[config.mk]
export PLATFORM = sky130hd
export DESIGN_NAME = sccb_req_arbiter
export DESIGN_NICKNAME = d
export VERILOG_FILES = /design/src/rtl/sccb_arb_pkg.sv /design/src/rtl/sccb_rr_pick.sv /design/src/rtl/sccb_req_arbiter.sv
export SDC_FILE = /design/constraint.sdc
export NUM_CORES = 1
export LEC_CHECK = 0
export ABC_CLOCK_PERIOD_IN_PS = 8700
export CORE_AREA = 2 2 131 133
export DETAILED_ROUTE_END_ITERATION = 16
export DIE_AREA = 0 0 133 135
export PLACE_DENSITY = 0.9
export SYNTH_ARGS = -nofsm -noshare
export SYNTH_HDL_FRONTEND = slang
export SYNTH_SLANG_ARGS = --single-unit
[constraint.sdc]
create_clock -name i_sysclk -period 8.7 [get_ports i_sysclk]
set_input_delay 0.87 -clock i_sysclk [delete_from_list [all_inputs] [get_ports i_sysclk]]
set_output_delay 0.87 -clock i_sysclk [all_outputs]
set_load 0.005 [all_outputs]
[src/rtl/sccb_arb_pkg.sv]
// Shared types and constants for the SCCB request arbiter.
package sccb_arb_pkg;

  typedef enum logic [2:0] {
    IDLE  = 3'd0,
    ISSUE = 3'd1,
    WAIT  = 3'd2,
    GAP   = 3'd3,
    DONE  = 3'd4
  } arb_state_t;

  localparam logic OP_WR = 1'b0;
  localparam logic OP_RD = 1'b1;

  // Adds two 32-bit values, clamping at all-ones instead of wrapping.
  function automatic logic [31:0] sat_add32(input logic [31:0] a, input logic [31:0] b);
    logic [32:0] sum;
    sum = {1'b0, a} + {1'b0, b};
    return sum[32] ? 32'hFFFF_FFFF : sum[31:0];
  endfunction

endpackage

[src/rtl/sccb_rr_pick.sv]
// Two-way round-robin picker: when both ports request, the one not served last wins.
module sccb_rr_pick (
  input  logic [1:0] req,
  input  logic       last,
  output logic       grant_valid,
  output logic       grant_idx
);

  // Pure combinational choice of the next port to serve.
  always_comb begin
    grant_valid = |req;
    grant_idx   = 1'b0;
    case (req)
      2'b01:   grant_idx = 1'b0;
      2'b10:   grant_idx = 1'b1;
      2'b11:   grant_idx = ~last;
      default: grant_idx = 1'b0;
    endcase
  end

endmodule

[src/rtl/sccb_req_arbiter.sv]
// Shares one iic_control master between the boot loader (port 0) and the
// runtime register port (port 1); retries NACKs and guards against a hung bus.
module sccb_req_arbiter
  import sccb_arb_pkg::*;
#(
  parameter logic [7:0]  DEVICE_ID     = 8'h78,
  parameter logic        ADDR_MODE     = 1'b1,
  parameter int unsigned MAX_RETRY     = 3,
  parameter logic [15:0] RETRY_GAP_CYC = 16'd500,
  parameter logic [31:0] TIMEOUT_CYC   = 32'd2_000_000
) (
  input  logic        i_sysclk,
  input  logic        i_sysrst,
  input  logic        r0_req,
  input  logic        r0_rd,
  input  logic [15:0] r0_addr,
  input  logic [7:0]  r0_wdata,
  input  logic [31:0] r0_dly,
  output logic        r0_done,
  output logic        r0_err,
  output logic [7:0]  r0_rdata,
  input  logic        r1_req,
  input  logic        r1_rd,
  input  logic [15:0] r1_addr,
  input  logic [7:0]  r1_wdata,
  input  logic [31:0] r1_dly,
  output logic        r1_done,
  output logic        r1_err,
  output logic [7:0]  r1_rdata,
  output logic        bus_fault,
  output logic        wrreg_req,
  output logic        rdreg_req,
  output logic [15:0] addr,
  output logic [7:0]  wr_data,
  output logic [31:0] dly_cnt_max,
  output logic [7:0]  device_id,
  output logic        addr_mode,
  input  logic [7:0]  rd_data,
  input  logic        rw_done,
  input  logic        ack
);

  localparam logic [2:0] MAX_RETRY_C = 3'(MAX_RETRY);

  arb_state_t  state, state_next;
  logic        last_served;
  logic        gnt_idx;
  logic        lat_rd;
  logic [15:0] lat_addr;
  logic [7:0]  lat_wdata;
  logic [31:0] lat_dly;
  logic [2:0]  retry_cnt;
  logic [15:0] gap_cnt;
  logic [31:0] tmo_cnt;
  logic [31:0] tmo_limit;
  logic        res_err;
  logic [7:0]  res_rdata;
  logic        pick_valid;
  logic        pick_idx;
  logic        grant_take;
  logic        done_busy;
  logic        tmo_hit;
  logic        gap_end;
  logic        xfer_active;

  sccb_rr_pick u_pick (
    .req         ({r1_req, r0_req}),
    .last        (last_served),
    .grant_valid (pick_valid),
    .grant_idx   (pick_idx)
  );

  assign device_id   = DEVICE_ID;
  assign addr_mode   = ADDR_MODE;

  // A requester still sees its done pulse this cycle, so its req is not yet meaningful.
  assign done_busy   = r0_done | r1_done;
  assign tmo_limit   = sat_add32(TIMEOUT_CYC, lat_dly);
  assign tmo_hit     = (tmo_cnt == tmo_limit);
  assign gap_end     = (({1'b0, gap_cnt} + 17'd1) >= {1'b0, RETRY_GAP_CYC});
  assign xfer_active = (state == ISSUE) || (state == WAIT);
  assign addr        = xfer_active ? lat_addr  : 16'd0;
  assign wr_data     = xfer_active ? lat_wdata : 8'd0;
  assign dly_cnt_max = xfer_active ? lat_dly   : 32'd0;

  // State register.
  always_ff @(posedge i_sysclk or posedge i_sysrst) begin
    if (i_sysrst) state <= IDLE;
    else          state <= state_next;
  end

  // Next-state decode and the one-cycle request strobes to iic_control.
  always_comb begin
    state_next = state;
    grant_take = 1'b0;
    wrreg_req  = 1'b0;
    rdreg_req  = 1'b0;
    case (state)
      IDLE: begin
        if (pick_valid && !done_busy) begin
          grant_take = 1'b1;
          state_next = ISSUE;
        end
      end
      ISSUE: begin
        rdreg_req  = (lat_rd == OP_RD);
        wrreg_req  = (lat_rd == OP_WR);
        state_next = WAIT;
      end
      WAIT: begin
        if (rw_done) begin
          if (!ack)                         state_next = DONE;
          else if (retry_cnt < MAX_RETRY_C) state_next = GAP;
          else                              state_next = DONE;
        end else if (tmo_hit) begin
          state_next = DONE;
        end
      end
      GAP: begin
        if (gap_end) state_next = ISSUE;
      end
      DONE:    state_next = IDLE;
      default: state_next = IDLE;
    endcase
  end

  // Capture the granted port's transfer fields so later req changes cannot disturb it.
  always_ff @(posedge i_sysclk or posedge i_sysrst) begin
    if (i_sysrst) begin
      gnt_idx   <= 1'b0;
      lat_rd    <= OP_WR;
      lat_addr  <= 16'd0;
      lat_wdata <= 8'd0;
      lat_dly   <= 32'd0;
    end else if (grant_take) begin
      gnt_idx   <= pick_idx;
      lat_rd    <= pick_idx ? r1_rd    : r0_rd;
      lat_addr  <= pick_idx ? r1_addr  : r0_addr;
      lat_wdata <= pick_idx ? r1_wdata : r0_wdata;
      lat_dly   <= pick_idx ? r1_dly   : r0_dly;
    end
  end

  // Retry, gap and timeout counters; the timeout counter saturates rather than wraps.
  always_ff @(posedge i_sysclk or posedge i_sysrst) begin
    if (i_sysrst) begin
      retry_cnt <= 3'd0;
      gap_cnt   <= 16'd0;
      tmo_cnt   <= 32'd0;
    end else begin
      case (state)
        IDLE: begin
          if (grant_take) retry_cnt <= 3'd0;
        end
        ISSUE: tmo_cnt <= 32'd0;
        WAIT: begin
          if (tmo_cnt != 32'hFFFF_FFFF) tmo_cnt <= tmo_cnt + 32'd1;
          if (rw_done && ack && (retry_cnt < MAX_RETRY_C)) begin
            retry_cnt <= retry_cnt + 3'd1;
            gap_cnt   <= 16'd0;
          end
        end
        GAP: gap_cnt <= gap_cnt + 16'd1;
        default: ;
      endcase
    end
  end

  // Transfer outcome, sticky bus fault and round-robin history.
  always_ff @(posedge i_sysclk or posedge i_sysrst) begin
    if (i_sysrst) begin
      res_err     <= 1'b0;
      res_rdata   <= 8'd0;
      bus_fault   <= 1'b0;
      last_served <= 1'b1;
    end else begin
      case (state)
        IDLE: begin
          if (grant_take) begin
            res_err   <= 1'b0;
            res_rdata <= 8'd0;
          end
        end
        WAIT: begin
          if (rw_done) begin
            if (!ack) begin
              res_err   <= 1'b0;
              res_rdata <= rd_data;
            end else if (retry_cnt >= MAX_RETRY_C) begin
              res_err <= 1'b1;
            end
          end else if (tmo_hit) begin
            res_err   <= 1'b1;
            bus_fault <= 1'b1;
          end
        end
        DONE: last_served <= gnt_idx;
        default: ;
      endcase
    end
  end

  // Per-port completion pulse, error flag and read data, registered out of DONE.
  always_ff @(posedge i_sysclk or posedge i_sysrst) begin
    if (i_sysrst) begin
      r0_done  <= 1'b0;
      r0_err   <= 1'b0;
      r0_rdata <= 8'd0;
      r1_done  <= 1'b0;
      r1_err   <= 1'b0;
      r1_rdata <= 8'd0;
    end else begin
      r0_done <= (state == DONE) && !gnt_idx;
      r0_err  <= (state == DONE) && !gnt_idx && res_err;
      r1_done <= (state == DONE) && gnt_idx;
      r1_err  <= (state == DONE) && gnt_idx && res_err;
      if ((state == DONE) && !gnt_idx) r0_rdata <= res_rdata;
      if ((state == DONE) && gnt_idx)  r1_rdata <= res_rdata;
    end
  end

endmodule

==> results of run 1 <==
[critical path, delay by kind of cell, from the launching register on]
kind	cells	cell delay (ns)
buffers and inverters	2	0.89
flip-flops	1	0.48
AND/OR/NAND/NOR	4	1.16
[final cells by class]
type / count / area [µm²]
inverters: 14 / 57.6
well taps: 220 / 275
multi-input cells: 769 / 4820
clock buffers: 19 / 453
repair buffers: 212 / 2110
fillers: 1182 / 4980
clock inverters: 12 / 134
flip-flops and latches: 143 / 3580
[cells in the mapped netlist, types with 23 or more instances]
| library cell | number |
|---|---|
| xnor2_1 | 36 |
| nand2_1 | 140 |
| xor2_1 | 27 |
| dfrtp_1 | 142 |
| nor2b_1 | 55 |
| clkbuf_1 | 49 |
| mux2i_1 | 60 |
| nand3_1 | 27 |
| a21oi_1 | 23 |
| o21ai_0 | 113 |
| nor2_1 | 72 |
[metrics by stage]
stage | utilization (%) | instance area (µm²) | std cells
floorplan | - | 8760 | 1001
global placement | 66.1 | 10800 | 1358
detailed placement | 66.1 | 10800 | 1358
CTS | 69.6 | 11400 | 1389
global route | 69.6 | 11400 | 1389
finish | 69.6 | 11400 | 1389
[sequential cells by signal, indices dropped and copies added (netlist names)]
register,flops
retry_cnt,3
gnt_idx,1
r0_err,1
r1_err,1
r0_done,1
bus_fault,1
tmo_cnt,32
lat_rd,1
r1_done,1
gap_cnt,16
lat_wdata,8
res_err,1
lat_dly,32
state,3
r0_rdata,8
r1_rdata,8
res_rdata,8
last_served,1
lat_addr,16
[per-layer routing]
layer	GRT usage, %	routed length [µm]	up-vias
li1	-	-	3785
met1	34.8	9900	3835
met2	47.7	12400	339
met3	6.49	1790	49
met4	9.92	635	0
met5	0	0	-
[logic make-up (layout without fill, tap and decap cells)]
logic type	Yosys count	after routing	synth area share [%]
compound gates	205	205	14.4
simple gates	407	407	23.3
buf+inv	89	257	4.54
fa+ha+maj	6	6	0.859
other cells	2	9	0.0860
xor+xnor	65	65	6.76
flops	143	143	41.0
mux	77	77	9.06
[final timing paths]
check	from	endpoint	slack (ns)	cells past startpoint
worst max-delay path	state[2]	dly_cnt_max[29]	4.85	6
min in group asynchronous	i_sysrst	lat_addr[11]	0.94	2
worst max register to register	lat_dly[24]	state[1]	5.41	10
max in group asynchronous	i_sysrst	tmo_cnt[13]	6.44	3
worst min register to register	bus_fault	bus_fault	0.47	1
worst min-delay path	bus_fault	bus_fault	0.47	1
[where the power goes]
| group | total (W) | internal (W) | switching, W |
|---|---|---|---|
| clock network | 0.000734 | 0.000437 | 0.000297 |
| logic | 0.00156 | 0.000758 | 0.000807 |
| registers | 0.00112 | 0.000871 | 0.000248 |
| total | 0.00342 | 0.00207 | 0.00135 |
==> metrics.md, run 1 <==
| Metric | Value |
|---|---|
| CTS root buf | `clkbuf_16` |
| Post-synthesis cell count | `994` |
| HP Class | `reg2reg` |
| Total GRT Usage | `27.9%` |
| Crit path DAT | `2.98 ns` |
| Vias in the first global route | `just under 8000` |
| Yosys top cell by area | `dfrtp_1` |
| Kind of critical path | `reg2out` |
| Period minus WS final | `3.85 ns` |
| Clock Path Buffers | `2` |
| Synthesized area | `8740 µm²` |
| CTS tree | `built` |
| Die W | `~130 µm` |
| Total chip power | `0.00342 W` |
| Initial antenna violation count | `0` |
| H-tree levels | `4` |
| First-pass GRT wire length | `39500 µm` |
| PwrDens | `299 nW/µm²` |
| Post-CTS Setup Bufs | `0` |
| DRC viols | `0` |
| Critical path fanouts, max | `55` |
| Hold-fix buffers, CTS | `0` |
| CP Cell Sequence | `nor2_1 > and2_1 > nor2_4 > buf_4 > nor2b_1 > clkdlybuf4s50_1` |
| Diodes inserted | `0` |
| Die height | `135 µm` |
| Via density | `just under 6` |
| I/O pin total | `216` |
| Relative slew margins | `35.4%` |
| Commonest register cell after synthesis | `dfrtp_1` |
| Max Transition Viols Final | `0` |
| Most frequent cells in the layout | `clkdlybuf4s50_1 (206), dfrtp_1 (142), nand2_1 (140)` |
| Final worst-path setup slack | `4.85 ns` |
| Unrepaired setup endpoints after global routing | `false` |
| Buffers on Ports | `206` |
| Vias | `8008` |
| Status | `completed` |
| Routability Congestion | `approximately 1.0` |
| Dpl hpwl | `18100 µm` |
| Crit. End Element | `output pin` |
| Core area | `approximately 16000 µm²` |
| Cts repair resizes | `0` |
| Layout cells sized above 1 | `6.67%` |
| Slowest cell on crit path | `clkdlybuf4s50_1` |
| P_leak | `roughly 4.8 nW` |
| Synth top area share | `40.7%` |
| CP max stage delay | `0.55 ns` |
| Worst hold slack | `about 0.47 ns` |
| Die ar. | `18000 µm²` |
| Max Freq | `260 MHz` |
| Starting Density | `a little over half` |
| Fin crit share | `44.2%` |
| Final Hold Fails | `0` |
| CTS sink count | `143` |
| Post-synth EDFFs | `0` |
| Clk pin slew, worst setup/hold paths | `0.06 ns` |
| Async set or reset register ratio after synthesis | `100%` |
| Worst-Skew Late Latency | `0.43 ns` |
| Routed wire length | `between 20000 and 25000 µm` |
| Actual slew at the worst max-slew pin | `0.968 ns` |
| Top cells by area, synth | `dfrtp_1 (41%), mux2i_1 (6.9%), o21ai_0 (6.5%)` |
| Post-DRT Antenna Nets | `0` |
| Total gr overflow | `0` |
| Setup-failing EPs final | `0` |
| Pre-Repair DR Iteration Count | `6` |
| Register bit total from synthesis | `143` |
| Crit path required time | `about 7.8 ns` |
| Max_cap viols | `0` |
| Wire per inst | `between 15 and 20 µm` |
| Largest net degree at the start of global routing | `114` |
| Most common cell after layout, fill and taps aside | `clkdlybuf4s50_1` |
| Clk_skew | `0.0140 ns` |
| Nets | `~1300` |
| Setup crit start kind | `register` |
| TritonCTS Buffers | `17` |
| Worst vdd ir | `0.160 mV` |
| Synth unique cells | `81` |
| Setup TNS | `0 ns` |
| Iter 0 DRT Violations | `702` |
| Yosys warns | `0` |
| Avg Inst Size Synth | `8.79 µm²` |
| Post-synthesis sequential area ratio | `approximately 40%` |
| Dpl ws | `5.31 ns` |
| Row count | `47` |
| Area Overhead vs Synth | `30.8%` |
Power figures use the tool's default switching activity.
==> run 2, diff against run 1 <==
--- a/config.mk
+++ b/config.mk
@@ -5,11 +5,11 @@
 export SDC_FILE = /design/constraint.sdc
 export NUM_CORES = 1
 export LEC_CHECK = 0
-export ABC_CLOCK_PERIOD_IN_PS = 8700
-export CORE_AREA = 2 2 131 133
+export ABC_CLOCK_PERIOD_IN_PS = 3500
+export CORE_AREA = 2 2 141 143
 export DETAILED_ROUTE_END_ITERATION = 16
-export DIE_AREA = 0 0 133 135
-export PLACE_DENSITY = 0.9
+export DIE_AREA = 0 0 143 145
+export PLACE_DENSITY = 0.83
 export SYNTH_ARGS = -nofsm -noshare
 export SYNTH_HDL_FRONTEND = slang
 export SYNTH_SLANG_ARGS = --single-unit
==> constraint.sdc (replaced) <==
create_clock -name i_sysclk -period 3.5 [get_ports i_sysclk]
set_input_delay 0.35 -clock i_sysclk [delete_from_list [all_inputs] [get_ports i_sysclk]]
set_output_delay 0.35 -clock i_sysclk [all_outputs]
set_load 0.005 [all_outputs]
==> run 2 against run 1 <==
  * Core utilization down 8.5 points
  * Flip-flop and latch count unchanged
  * Total power rose to 2.6 times the previous value
  * Clock skew down 0.0051 ns
  * Die area up 15%
  * Cell area up 2.8%
  * Count of clock-buffer cells in the layout down 1
  * Sequential power up 140%
  * Routed wire length up 1.5%
  * Clock power rose to 2.7 times the previous value
  * Largest cell class unchanged
==> metrics.md, run 2 (synthesis results as in run 1) <==
| Metric | Value |
|---|---|
| Status | `completed` |
| Max Transition Viols Final | `0 (unchanged)` |
| Crit. End Element | `register` |
| Largest net degree at the start of global routing | `63 (-45%)` |
| Setup crit start kind | `register` |
| PwrDens | `752 nW/µm² (+150%)` |
| Nets | `1308 (+1.3%)` |
| Core area | `19200 µm² (+17%)` |
| Critical path fanouts, max | `6 (-89%)` |
| Dpl hpwl | `18900 µm (+4.3%)` |
| Biggest registers after layout | `lat_dly: 32 flops, tmo_cnt: 32 flops` |
| Slowest cell on crit path | `or4_1` |
| Setup-failing EPs final | `0 (unchanged)` |
| Iter 0 DRT Violations | `521 (-26%)` |
| Vias | `8011 (+0.037%)` |
| CTS root buf | `clkbuf_16` |
| Max_cap viols | `0 (unchanged)` |
| P_leak | `4.91 nW (+3.0%)` |
| Worst-Skew Late Latency | `0.43 ns (about the same)` |
| Actual slew at the worst max-slew pin | `0.855 ns (-0.114 ns)` |
| Worst vdd ir | `0.432 mV (+170%)` |
| Period minus WS final | `3.19 ns` |
| Routed wire length | `25100 µm (+1.5%)` |
| Die height | `145 µm (+7.4%)` |
| Reg2Reg Depth | `10 (unchanged)` |
| Worst hold slack | `0.441 ns (-0.0301 ns)` |
| I/O pin total | `216 (unchanged)` |
| Fin crit share | `91.2%` |
| Die W | `143 µm (+7.5%)` |
| Clk pin slew, worst setup/hold paths | `0.06 ns (about the same)` |
| Post-layout utilization of the core | `61.1% (-8.5 points)` |
| CP max stage delay | `0.50 ns (-0.05 ns)` |
| Final Hold Fails | `0 (unchanged)` |
| Number of fill cells in the layout | `1584 (+34%)` |
| Layout cells sized above 1 | `8.09% (+1.4 points)` |
| Buffers on Ports | `206 (unchanged)` |
| Hold-fix buffers, CTS | `0 (unchanged)` |
| TritonCTS Buffers | `17 (unchanged)` |
| Most frequent cells in the layout | `clkdlybuf4s50_1 (206), dfrtp_1 (142), nand2_1 (140)` |
| Post-DRT Antenna Nets | `0 (unchanged)` |
| Kind of critical path | `reg2reg` |
| Vias in the first global route | `7816 (+1.3%)` |
| Row count | `51 (+8.5%)` |
| Routability Congestion | `0.960 (-5.7%)` |
| Reg2reg start | `lat_dly[7]` |
| DRC viols | `0 (unchanged)` |
| CTS tree | `built` |
| Most common cell after layout, fill and taps aside | `clkdlybuf4s50_1` |
| Post-CTS Setup Bufs | `0 (unchanged)` |
| Total GRT Usage | `25.0% (-2.9 points)` |
| Total gr overflow | `0 (unchanged)` |
| Pre-Repair DR Iteration Count | `5 (-1)` |
| Wire per inst | `17.3 µm (-3.0%)` |
| Reg-to-reg slack, setup | `0.31 ns (-5.10 ns)` |
| Relative slew margins | `42.8% (+7.4 points)` |
| Cts repair resizes | `0 (unchanged)` |
| Starting Density | `45.5% (-7.8 points)` |
| Clock Path Buffers | `2 (unchanged)` |
| Crit path required time | `3.81 ns (-4.02 ns)` |
| Area Overhead vs Synth | `34.4%` |
| Max Freq | `approximately 310 MHz` |
| Unrepaired setup endpoints after global routing | `false` |
| H-tree levels | `4 (unchanged)` |
| Crit Reg-Reg Endpoint | `state[1]` |
| Setup TNS | `0 ns (unchanged)` |
| Via density | `5.51 (-4.4%)` |
| HP Class | `in2async` |
| Initial antenna violation count | `1 (+1)` |
| First-pass GRT wire length | `41000 µm (+3.7%)` |
| Crit path DAT | `3.50 ns (+0.52 ns)` |
| CP Cell Sequence | `ha_1 > a21o_1 > and3_1 > xnor2_1 > mux2i_1 > or4_1 > nor4_1 > and4_1 > nand4_1 > a211o_1` |
| Die ar. | `20700 µm² (+15%)` |
| CTS sink count | `143 (unchanged)` |
| Clk_skew | `0.00889 ns (-0.00514 ns)` |
[run 2: cell types whose count changed in the layout (fill, tap and decap cells not counted), sizes merged]
cell	delta
inv	+1
bufinv	+2
buf	+17
clkbuf	-1
diode	+1
clkinvlp	-3
clkinv	+2
[run 2: worst max-delay path: cells and delay by family, from the launching register on]
family / cells / cell delay [ns]
xor+xnor: 1 / 0.34
mux: 1 / 0.12
flops: 1 / 0.45
fa+ha+maj: 1 / 0.28
compound gates: 2 / 0.55
simple gates: 5 / 1.34
[run 2: how the worst max path moves through the flow]
stage / cells after the start / slack [ns] / from / to
final: 10 / 0.31 / lat_dly[7] / state[1]
after CTS: 9 / 0.35 / lat_dly[11] / state[1]
after global routing: 9 / 0.07 / lat_dly[12] / state[1]
after floorplan: 10 / 0.68 / lat_dly[7] / state[1]
after global placement: 10 / 0.44 / lat_dly[7] / state[1]
after detailed placement: 10 / 0.36 / lat_dly[7] / state[1]
[run 2: layout make-up]
cell class	count	area (µm²)	share of cell area, %
inverter	14	56.3	0.480
clock inverter	14	203	1.73
sequential	143	3580	30.5
timing repair buffer	229	2310	19.7
tap	265	332	2.82
clock buffer	18	439	3.74
antenna	1	2.50	0.0213
multi-input combinational	769	4820	41.0
[run 2: report_power, final]
| group | total, W | internal (W) | switching (W) | leakage, nW |
|---|---|---|---|---|
| Clock | 0.00199 | 0.00122 | 0.000763 | 0.312 |
| Sequential | 0.00273 | 0.00216 | 0.000568 | 1.88 |
| Combinational | 0.00411 | 0.00203 | 0.00208 | 2.72 |
[run 2: metrics by stage]
| step | setup slack [ns] | power [W] | instances | area [µm²] |
|---|---|---|---|---|
| floorplan | 0.679 | 0.00502 | 1001 | 8770 |
| global placement | 0.439 | 0.00673 | 1420 | 11100 |
| detailed placement | 0.360 | 0.00682 | 1420 | 11100 |
| CTS | 0.348 | 0.00885 | 1452 | 11700 |
| global route | 0.0699 | 0.00942 | 1453 | 11700 |
| finish | 0.307 | 0.00883 | 1453 | 11700 |
[run 2: routing by layer]
metal	global-route usage (%)	share of wire, %
met5	0	0
met4	8.27	2.7
met3	6.24	7.1
met2	40.5	49
met1	32.7	41
